[config.mk]
export PLATFORM = sky130hd
export DESIGN_NAME = multicycle_control
export DESIGN_NICKNAME = d
export VERILOG_FILES = /design/src/rtl/cpu_defs_pkg.sv /design/src/rtl/opcode_class.sv /design/src/rtl/multicycle_control.sv
export SDC_FILE = /design/constraint.sdc
export NUM_CORES = 1
export LEC_CHECK = 0
export ABC_AREA = 1
export ABC_CLOCK_PERIOD_IN_PS = 2300
export BUFFER_PORTS_ARGS = -buffer_cell sky130_fd_sc_hd__buf_2
export CORE_ASPECT_RATIO = 2
export CORE_UTILIZATION = 54
export CTS_CLUSTER_SIZE = 16
export DETAILED_ROUTE_END_ITERATION = 12
export GPL_ROUTABILITY_DRIVEN = 0
export PLACE_DENSITY = 0.8
export SLEW_MARGIN = 15
export SYNTH_ARGS = -nofsm -noshare
export SYNTH_HDL_FRONTEND = slang
export SYNTH_SLANG_ARGS = --single-unit
[constraint.sdc]
create_clock -name clk -period 2.3 [get_ports clk]
set_clock_uncertainty 0.15 [all_clocks]
set_input_delay 0.345 -clock clk [delete_from_list [all_inputs] [get_ports clk]]
set_output_delay 0.345 -clock clk [all_outputs]
set_load 0.02 [all_outputs]
[src/rtl/cpu_defs_pkg.sv]
// rtl/cpu_defs_pkg.sv - shared opcode, control encodings and FSM states for the multicycle CPU
package cpu_defs_pkg;

   localparam logic [5:0] OP_R   = 6'b000000;
   localparam logic [5:0] OP_LW  = 6'b100011;
   localparam logic [5:0] OP_SW  = 6'b101011;
   localparam logic [5:0] OP_BEQ = 6'b000100;
   localparam logic [5:0] OP_J   = 6'b000010;

   // ALUOp is also consumed by the ALU control block
   localparam logic [1:0] ALUOP_ADD   = 2'b00;
   localparam logic [1:0] ALUOP_SUB   = 2'b01;
   localparam logic [1:0] ALUOP_RTYPE = 2'b10;

   localparam logic [1:0] SRCB_REG    = 2'b00;
   localparam logic [1:0] SRCB_FOUR   = 2'b01;
   localparam logic [1:0] SRCB_IMM    = 2'b10;
   localparam logic [1:0] SRCB_IMMSH2 = 2'b11;

   localparam logic [1:0] PCSRC_ALU    = 2'b00;
   localparam logic [1:0] PCSRC_ALUOUT = 2'b01;
   localparam logic [1:0] PCSRC_JUMP   = 2'b10;

   typedef enum logic [3:0] {
      ST_FETCH  = 4'd0,
      ST_DECODE = 4'd1,
      ST_MEMADR = 4'd2,
      ST_MEMRD  = 4'd3,
      ST_MEMWB  = 4'd4,
      ST_MEMWR  = 4'd5,
      ST_EXEC   = 4'd6,
      ST_RWB    = 4'd7,
      ST_BRANCH = 4'd8,
      ST_JUMP   = 4'd9
   } state_t;

endpackage

[src/rtl/opcode_class.sv]
// rtl/opcode_class.sv - combinational opcode classifier
// MC_JUMP_EN: when undefined, j is classified as illegal.
module opcode_class
   import cpu_defs_pkg::*;
(
   input  logic [5:0] i_opcode,
   output logic       o_is_r,
   output logic       o_is_lw,
   output logic       o_is_sw,
   output logic       o_is_beq,
   output logic       o_is_j,
   output logic       o_is_illegal
);

   assign o_is_r   = (i_opcode == OP_R);
   assign o_is_lw  = (i_opcode == OP_LW);
   assign o_is_sw  = (i_opcode == OP_SW);
   assign o_is_beq = (i_opcode == OP_BEQ);
`ifdef MC_JUMP_EN
   assign o_is_j   = (i_opcode == OP_J);
`else
   assign o_is_j   = 1'b0;
`endif
   assign o_is_illegal = ~(o_is_r | o_is_lw | o_is_sw | o_is_beq | o_is_j);

endmodule

[src/rtl/multicycle_control.sv]
// rtl/multicycle_control.sv - main control FSM of the multicycle datapath
// MC_JUMP_EN: enables the JUMP state for opcode j.
module multicycle_control
   import cpu_defs_pkg::*;
#(
   parameter int CNT_W = 32
) (
   input  logic             clk,
   input  logic             rst,
   input  logic [5:0]       opcode,
   input  logic             zero,
   input  logic             mem_ready,
   output logic             PCWrite,
   output logic             PCWriteCond,
   output logic             IorD,
   output logic             MemRead,
   output logic             MemWrite,
   output logic             IRWrite,
   output logic             MemtoReg,
   output logic             RegDst,
   output logic             RegWrite,
   output logic             ALUSrcA,
   output logic [1:0]       ALUSrcB,
   output logic [1:0]       ALUOp,
   output logic [1:0]       PCSource,
   output logic             pc_en,
   output logic             instr_done,
   output logic             illegal_op,
   output logic [CNT_W-1:0] instr_count
);

   state_t           r_state;
   state_t           w_next;
   logic [CNT_W-1:0] r_count;

   logic w_is_r, w_is_lw, w_is_sw, w_is_beq, w_is_j, w_is_illegal;
   logic w_pcwrite, w_pcwritecond, w_iord, w_memread, w_memwrite, w_irwrite;
   logic w_memtoreg, w_regdst, w_regwrite, w_alusrca, w_done, w_illegal;
   logic [1:0] w_alusrcb, w_aluop, w_pcsource;

   opcode_class u_opcode_class (
      .i_opcode     (opcode),
      .o_is_r       (w_is_r),
      .o_is_lw      (w_is_lw),
      .o_is_sw      (w_is_sw),
      .o_is_beq     (w_is_beq),
      .o_is_j       (w_is_j),
      .o_is_illegal (w_is_illegal)
   );

   always_comb begin
      w_next        = r_state;
      w_pcwrite     = 1'b0;
      w_pcwritecond = 1'b0;
      w_iord        = 1'b0;
      w_memread     = 1'b0;
      w_memwrite    = 1'b0;
      w_irwrite     = 1'b0;
      w_memtoreg    = 1'b0;
      w_regdst      = 1'b0;
      w_regwrite    = 1'b0;
      w_alusrca     = 1'b0;
      w_alusrcb     = SRCB_REG;
      w_aluop       = ALUOP_ADD;
      w_pcsource    = PCSRC_ALU;
      w_done        = 1'b0;
      w_illegal     = 1'b0;
      case (r_state)
         ST_FETCH: begin
            w_memread = 1'b1;
            w_alusrcb = SRCB_FOUR;
            w_irwrite = mem_ready;
            w_pcwrite = mem_ready;
            if (mem_ready) w_next = ST_DECODE;
         end
         ST_DECODE: begin
            w_alusrcb = SRCB_IMMSH2;
            if (w_is_illegal) begin
               w_illegal = 1'b1;
               w_next    = ST_FETCH;
            end
            else if (w_is_lw || w_is_sw) w_next = ST_MEMADR;
            else if (w_is_r)             w_next = ST_EXEC;
            else if (w_is_beq)           w_next = ST_BRANCH;
            else if (w_is_j)             w_next = ST_JUMP;
            else                         w_next = ST_FETCH;
         end
         ST_MEMADR: begin
            w_alusrca = 1'b1;
            w_alusrcb = SRCB_IMM;
            w_next    = w_is_lw ? ST_MEMRD : ST_MEMWR;
         end
         ST_MEMRD: begin
            w_memread = 1'b1;
            w_iord    = 1'b1;
            if (mem_ready) w_next = ST_MEMWB;
         end
         ST_MEMWB: begin
            w_regwrite = 1'b1;
            w_memtoreg = 1'b1;
            w_done     = 1'b1;
            w_next     = ST_FETCH;
         end
         ST_MEMWR: begin
            w_memwrite = 1'b1;
            w_iord     = 1'b1;
            w_done     = mem_ready;
            if (mem_ready) w_next = ST_FETCH;
         end
         ST_EXEC: begin
            w_alusrca = 1'b1;
            w_aluop   = ALUOP_RTYPE;
            w_next    = ST_RWB;
         end
         ST_RWB: begin
            w_regwrite = 1'b1;
            w_regdst   = 1'b1;
            w_done     = 1'b1;
            w_next     = ST_FETCH;
         end
         ST_BRANCH: begin
            w_alusrca     = 1'b1;
            w_aluop       = ALUOP_SUB;
            w_pcwritecond = 1'b1;
            w_pcsource    = PCSRC_ALUOUT;
            w_done        = 1'b1;
            w_next        = ST_FETCH;
         end
`ifdef MC_JUMP_EN
         ST_JUMP: begin
            w_pcwrite  = 1'b1;
            w_pcsource = PCSRC_JUMP;
            w_done     = 1'b1;
            w_next     = ST_FETCH;
         end
`endif
         default: w_next = ST_FETCH;
      endcase
   end

   always_ff @(posedge clk or posedge rst) begin
      if (rst) begin
         r_state <= ST_FETCH;
         r_count <= '0;
      end
      else begin
         r_state <= w_next;
         if (w_done) r_count <= r_count + CNT_W'(1);
      end
   end

   // Reset forces every control low combinationally, so an abort drops write enables at once
   assign PCWrite     = ~rst & w_pcwrite;
   assign PCWriteCond = ~rst & w_pcwritecond;
   assign IorD        = ~rst & w_iord;
   assign MemRead     = ~rst & w_memread;
   assign MemWrite    = ~rst & w_memwrite;
   assign IRWrite     = ~rst & w_irwrite;
   assign MemtoReg    = ~rst & w_memtoreg;
   assign RegDst      = ~rst & w_regdst;
   assign RegWrite    = ~rst & w_regwrite;
   assign ALUSrcA     = ~rst & w_alusrca;
   assign ALUSrcB     = rst ? 2'b00 : w_alusrcb;
   assign ALUOp       = rst ? 2'b00 : w_aluop;
   assign PCSource    = rst ? 2'b00 : w_pcsource;
   assign pc_en       = ~rst & (w_pcwrite | (w_pcwritecond & zero));
   assign instr_done  = ~rst & w_done;
   assign illegal_op  = ~rst & w_illegal;
   assign instr_count = rst ? '0 : r_count;

endmodule

; ---- Word-level counts from Yosys, hierarchy flattened
; Cells that the tools add are included.
[totals]
regBits = 36
latchBits = 0
mem_bits_rw = 0
romBits = 0
inputBits = 10
wordCells = 72
n_memories = 0
[classes]
n_addsub = 1
n_mul = 0
div = 0
n_lt_le_gt_ge = 0
n_eq_ne = 14
n_shift = 0
n_mux = 28
bitwise_logic = 18
reduce_logical = 9
[op_table]
columns = operator, count
row1 = adder 32 x 1 -> 32 bit (second input constant), 1
row2 = two-way mux 32 bit, 1
row3 = two-way mux 4 bit, 7
row4 = case mux 4 bit (6 select lines), 1
row5 = == test 4 x 3 -> 1 bit (second input constant), 4
row6 = AND 1 bit, 13
row7 = == test 6 bit (second input constant), 2
row8 = two-way mux 1 bit, 12
row9 = == test 4 x 2 -> 1 bit (second input constant), 2
row10 = == test 6 x 3 -> 1 bit (second input constant), 1
row11 = logical NOT 6 bit, 1
row12 = two-way mux 2 bit, 3
row13 = inequality test 2 bit (second input constant), 3
row14 = case mux 2 bit (3 select lines), 1
row15 = OR reduction 2 bit, 3
row16 = OR reduction 3 bit, 2
row17 = == test 4 x 1 -> 1 bit (second input constant), 1
row18 = == test 4 bit (second input constant), 1
row19 = logical NOT 4 bit, 1
row20 = bitwise OR 1 bit, 4
row21 = case mux 2 bit (2 select lines), 1
row22 = two-way mux 3 bit, 1
row23 = AND reduction 3 bit, 1
row24 = case mux 1 bit (2 select lines), 1
row25 = 2 further kinds, 2

; ---- Depth between registers and ports, before layout
[logic_depth]
ltp_word = 7
ltp_mapped = 10
mapped_depth_nobuf = 10

; ---- By module
; Synthesis repeated with hierarchy kept, for this count alone.
[hier_totals]
cells_unflattened = 456
hier_area_um2 = 2778.9
[by_module_without_submodules]
columns = module, n_inst, cells_each, area_each_um2, seq_area_each_um2
row1 = multicycle_control, 1, 433, 2681.3, 900.9
row2 = opcode_class, 1, 23, 97.6, 0.0

; ---- Worst setup path after synthesis
; Ideal clock, no wire load.
[synth_timing]
path_type = input -> output
startpoint = in rst
endpoint = out MemtoReg
t_arrival_ns = 1.981
required_time_ns = 1.805
setup_slack_ns = -0.176
path_stages = 4
n_path_buf = 1
path_cell_list = clkbuf_1 inv_1 nand2_1 nor3_1
[synth_between]
elab_chain_len = 2
[synth_rtl]
columns = item, line_no
row1 = "start, declared", multicycle_control.sv:9  ; input logic rst,
row2 = NOT 1 bit, multicycle_control.sv:159  ; assign MemtoReg = ~rst & w_memtoreg;
row3 = AND 1 bit, multicycle_control.sv:159
row4 = "end, declared", multicycle_control.sv:19  ; output logic MemtoReg,
; No other way between the ends.

; ---- Final worst setup path
[layout_timing]
startpoint = in rst
endpoint = out pc_en
[layout_between]
elab_chain_len = 2
[layout_rtl]
columns = item, line_no
row1 = NOT 1 bit, multicycle_control.sv:166  ; assign pc_en = ~rst & (w_pcwrite | (w_pcwritecond & zero));
row2 = AND 1 bit, multicycle_control.sv:166
row3 = "end, declared", multicycle_control.sv:26  ; output logic pc_en,
; No other way between the ends.

==> results.toml <==
[placement]
post-place-cells = 546
numPortBuffers = 59
place_hpwl_mm = 5.372
place_area_sq_mm = 0.002970
preCtsSetupSlack_ps = 330.6

[yosys]
synth.cell_area_sq_mm = 0.002633
synth-async-reset-ratio_pct = 100.0
ys_seq_area_share_pct = 34.22
post_synth_num_cell_types = 25
synth.yosys.warnings = 0
syn_inst = 438
avgSynthCellArea_sq_um = 6.010
synth_enable_flop_cells = 0
post_synthesis_sequential_element_count = 36
syn_nets = 449
synth_ff_type = "sky130_fd_sc_hd__dfrtp_1"

[drt]
avgViaCountPerCell = 5.133
routedWlPerCell_um = 12.73
drtIter0Drc = 82
route.vias.total = 2864
antenna_violating_nets_post_route = 0
routed_wirelength_mm = 7.101
remaining_drc_errors = 0
length_of_the_first_detailed_routing_pass_in_iterations = 4

[critical_path]
internal_reg_to_reg_setup_slack_ps = 300
worst_ep_arrival_time_ps = 1660
required_ps = 1800
critPathKind = "in2out"
critical_path.startpoint_type = "primary input"
crit_fanout = 29
setup.worst_path.end = "pc_en"
ff2ff_path_depth = 7
reg2reg_to = "r_count[21]$_DFFE_PP0N_"
crit_path_end_kind = "primary output"
critical_path.reg2reg.startpoint = "r_state[1]$_DFFE_PP0P_"
worst_setup_path_startpoint = "rst"

[clocking]
clock_tree.htree_level_count = 2
clock_sinks = 36
max-clock-path-buffers = 2
tritoncts = "done"
cts.root.buffer_cell = "sky130_fd_sc_hd__clkbuf_8"
clock_input_transition_at_the_sequential_cells_of_the_worst_setup_and_hold_paths_ps = 70
clock_latency_ps = 290
cts_made_buffers = 5

[power_and_ir_drop]
p_int_mw = 1.150
clock_power_share_pct = 24.7
power.sequential.fraction_pct = 40.4
max_rail_drop_vdd_mv = 0.4420
net-switching-power_mw = 0.7854
pwr_density_cell_mw_per_mm2 = 623.9
power.share.combinational_pct = 34.8
static-leakage-power_nw = 1.619
power.share.switching_pct = 40.57
finalPower_mw = 1.936

[timing]
final.setup.worst_slack_ps = 145.3
achievable-frequency_mhz = 464.1
post-route-min-period_ps = 2155
final_max_slew_viol_count = 0
finalSetupViolCount = 0
timing.final.hold_violations = 0
setup-tns-final_ps = 0
fin_crit_sh_pct = 93.68
fin_hold_ws_ps = 135.8

[floorplanning]
initial_utilization_pct = 56.71
num_io_pins = 61
chipHeight_um = 100.7
floorplan.rows = 35
dieWidth_um = 51.37
dieArea_sq_mm = 0.005175
core_sq_mm = 0.004642

[cells_and_area]
final_util_pct = 66.85
final_cell_mix = "sky130_fd_sc_hd__nand2_1, sky130_fd_sc_hd__nor2_1, sky130_fd_sc_hd__buf_2, sky130_fd_sc_hd__inv_1, sky130_fd_sc_hd__dfrtp_1"
layout-area-overhead-vs-synth_pct = 17.87
stdcell_count = 558
layout.cells.most_common = "sky130_fd_sc_hd__nand2_1"
finish.instance_area_sq_mm = 0.003103
insertedDiodeCount = 0
finalNetCount = 513
final_layout_size_suffix_gt1_share_pct = 17.10

[grt]
globalRouteTotalUtil_pct = 29.59
first_pass_grt_wire_length_mm = 11.44
pin_count_of_the_biggest_net_entering_global_routing = 36
antenna_found_initial = 0
overflow = 0
first_global_vias = 2655

[flow_run]
cap_violations = 0

[hold_path]
hold_class = "in2reg"

[run_status]
status = "completed"
-- power by group through the flow --
stage	logic (mW)	clock network, mW	registers, mW
2_1_floorplan	0.506	0	0.773
3_3_place_gp	0.654	0	0.789
3_5_place_dp	0.663	0	0.793
4_1_cts	0.668	0.483	0.781
5_1_grt	0.752	0.513	0.792
6_report	0.674	0.479	0.783
-- synth_stat cells, types with 2 or more instances --
| cell | n | area share, % |
|---|---|---|
| sky130_fd_sc_hd__a21oi_1 | 2 | 0.38 |
| sky130_fd_sc_hd__nor2_2 | 3 | 0.71 |
| sky130_fd_sc_hd__nand2_1 | 146 | 21 |
| sky130_fd_sc_hd__clkbuf_1 | 5 | 0.71 |
| sky130_fd_sc_hd__nor2_1 | 111 | 16 |
| sky130_fd_sc_hd__inv_2 | 2 | 0.29 |
| sky130_fd_sc_hd__nor3_1 | 5 | 0.95 |
| sky130_fd_sc_hd__inv_1 | 56 | 8.0 |
| sky130_fd_sc_hd__o21ai_0 | 13 | 2.5 |
| sky130_fd_sc_hd__xor2_1 | 12 | 4.0 |
| sky130_fd_sc_hd__nand3_1 | 21 | 4.0 |
| sky130_fd_sc_hd__a21boi_0 | 2 | 0.57 |
| sky130_fd_sc_hd__buf_4 | 5 | 1.4 |
| sky130_fd_sc_hd__dfrtp_1 | 36 | 34 |
| sky130_fd_sc_hd__nand3_2 | 2 | 0.76 |
| sky130_fd_sc_hd__nand4_1 | 8 | 1.9 |
-- critical path, stage by stage --
cell	delay (ps)
sky130_fd_sc_hd__dlygate4sd3_1	540
sky130_fd_sc_hd__buf_2	160
sky130_fd_sc_hd__buf_6	180
sky130_fd_sc_hd__nor2_1	140
sky130_fd_sc_hd__nand2_1	60
sky130_fd_sc_hd__o21ai_0	60
sky130_fd_sc_hd__buf_2	180
-- what timing repair did --
item,4_1_cts,5_1_grt
gates resized for setup,0,2
hold buffers,1,0
endpoints found under the setup margin,0,8
endpoints found under the hold margin,10,0
buffers inserted,0,3
-- registers in the layout, summed over array words and instances, names as in the netlist --
name,flops
r_count,32
r_state,4
-- metal layers --
metal	vias to the layer above	global-route usage (%)	share of wire [%]
met3	20	4.827	4.4
met4	0	16.01	3.9
met2	100	54.15	53
met5	-	0	0
li1	1452	-	-
met1	1292	30.59	38
-- cell families after synthesis --
kind of cell,Yosys count,synth area share [%]
AO/OA/AOI/OAI,19,3.945
AND/OR/NAND/NOR,300,46.39
other,1,0.1424
flip-flops,36,34.22
buffers and inverters,69,10.84
XOR/XNOR,12,3.992
adder cells (fa/ha/maj),1,0.4752
-- how the worst min path moves through the flow --
stage | from | to | cells past startpoint
CTS | mem_ready | r_state[2]$_DFFE_PP0P_ | 2
global placement | rst | r_state[0]$_DFFE_PP0P_ | 2
finish | mem_ready | r_state[2]$_DFFE_PP0P_ | 2
floorplan | mem_ready | r_state[2]$_DFFE_PP0P_ | 1
global route | mem_ready | r_state[2]$_DFFE_PP0P_ | 2
detailed placement | rst | r_state[0]$_DFFE_PP0P_ | 2
-- layout make-up --
class / instances / area (sq um)
fillers: 449 / 1539
multi-input cells: 333 / 1449
flip-flops and latches: 36 / 900.9
repair buffers: 68 / 369.1
inverters: 58 / 221.5
clock buffers: 7 / 86.33
well taps: 55 / 68.82
clock inverters: 1 / 7.507
Power figures use the tool's default switching activity.
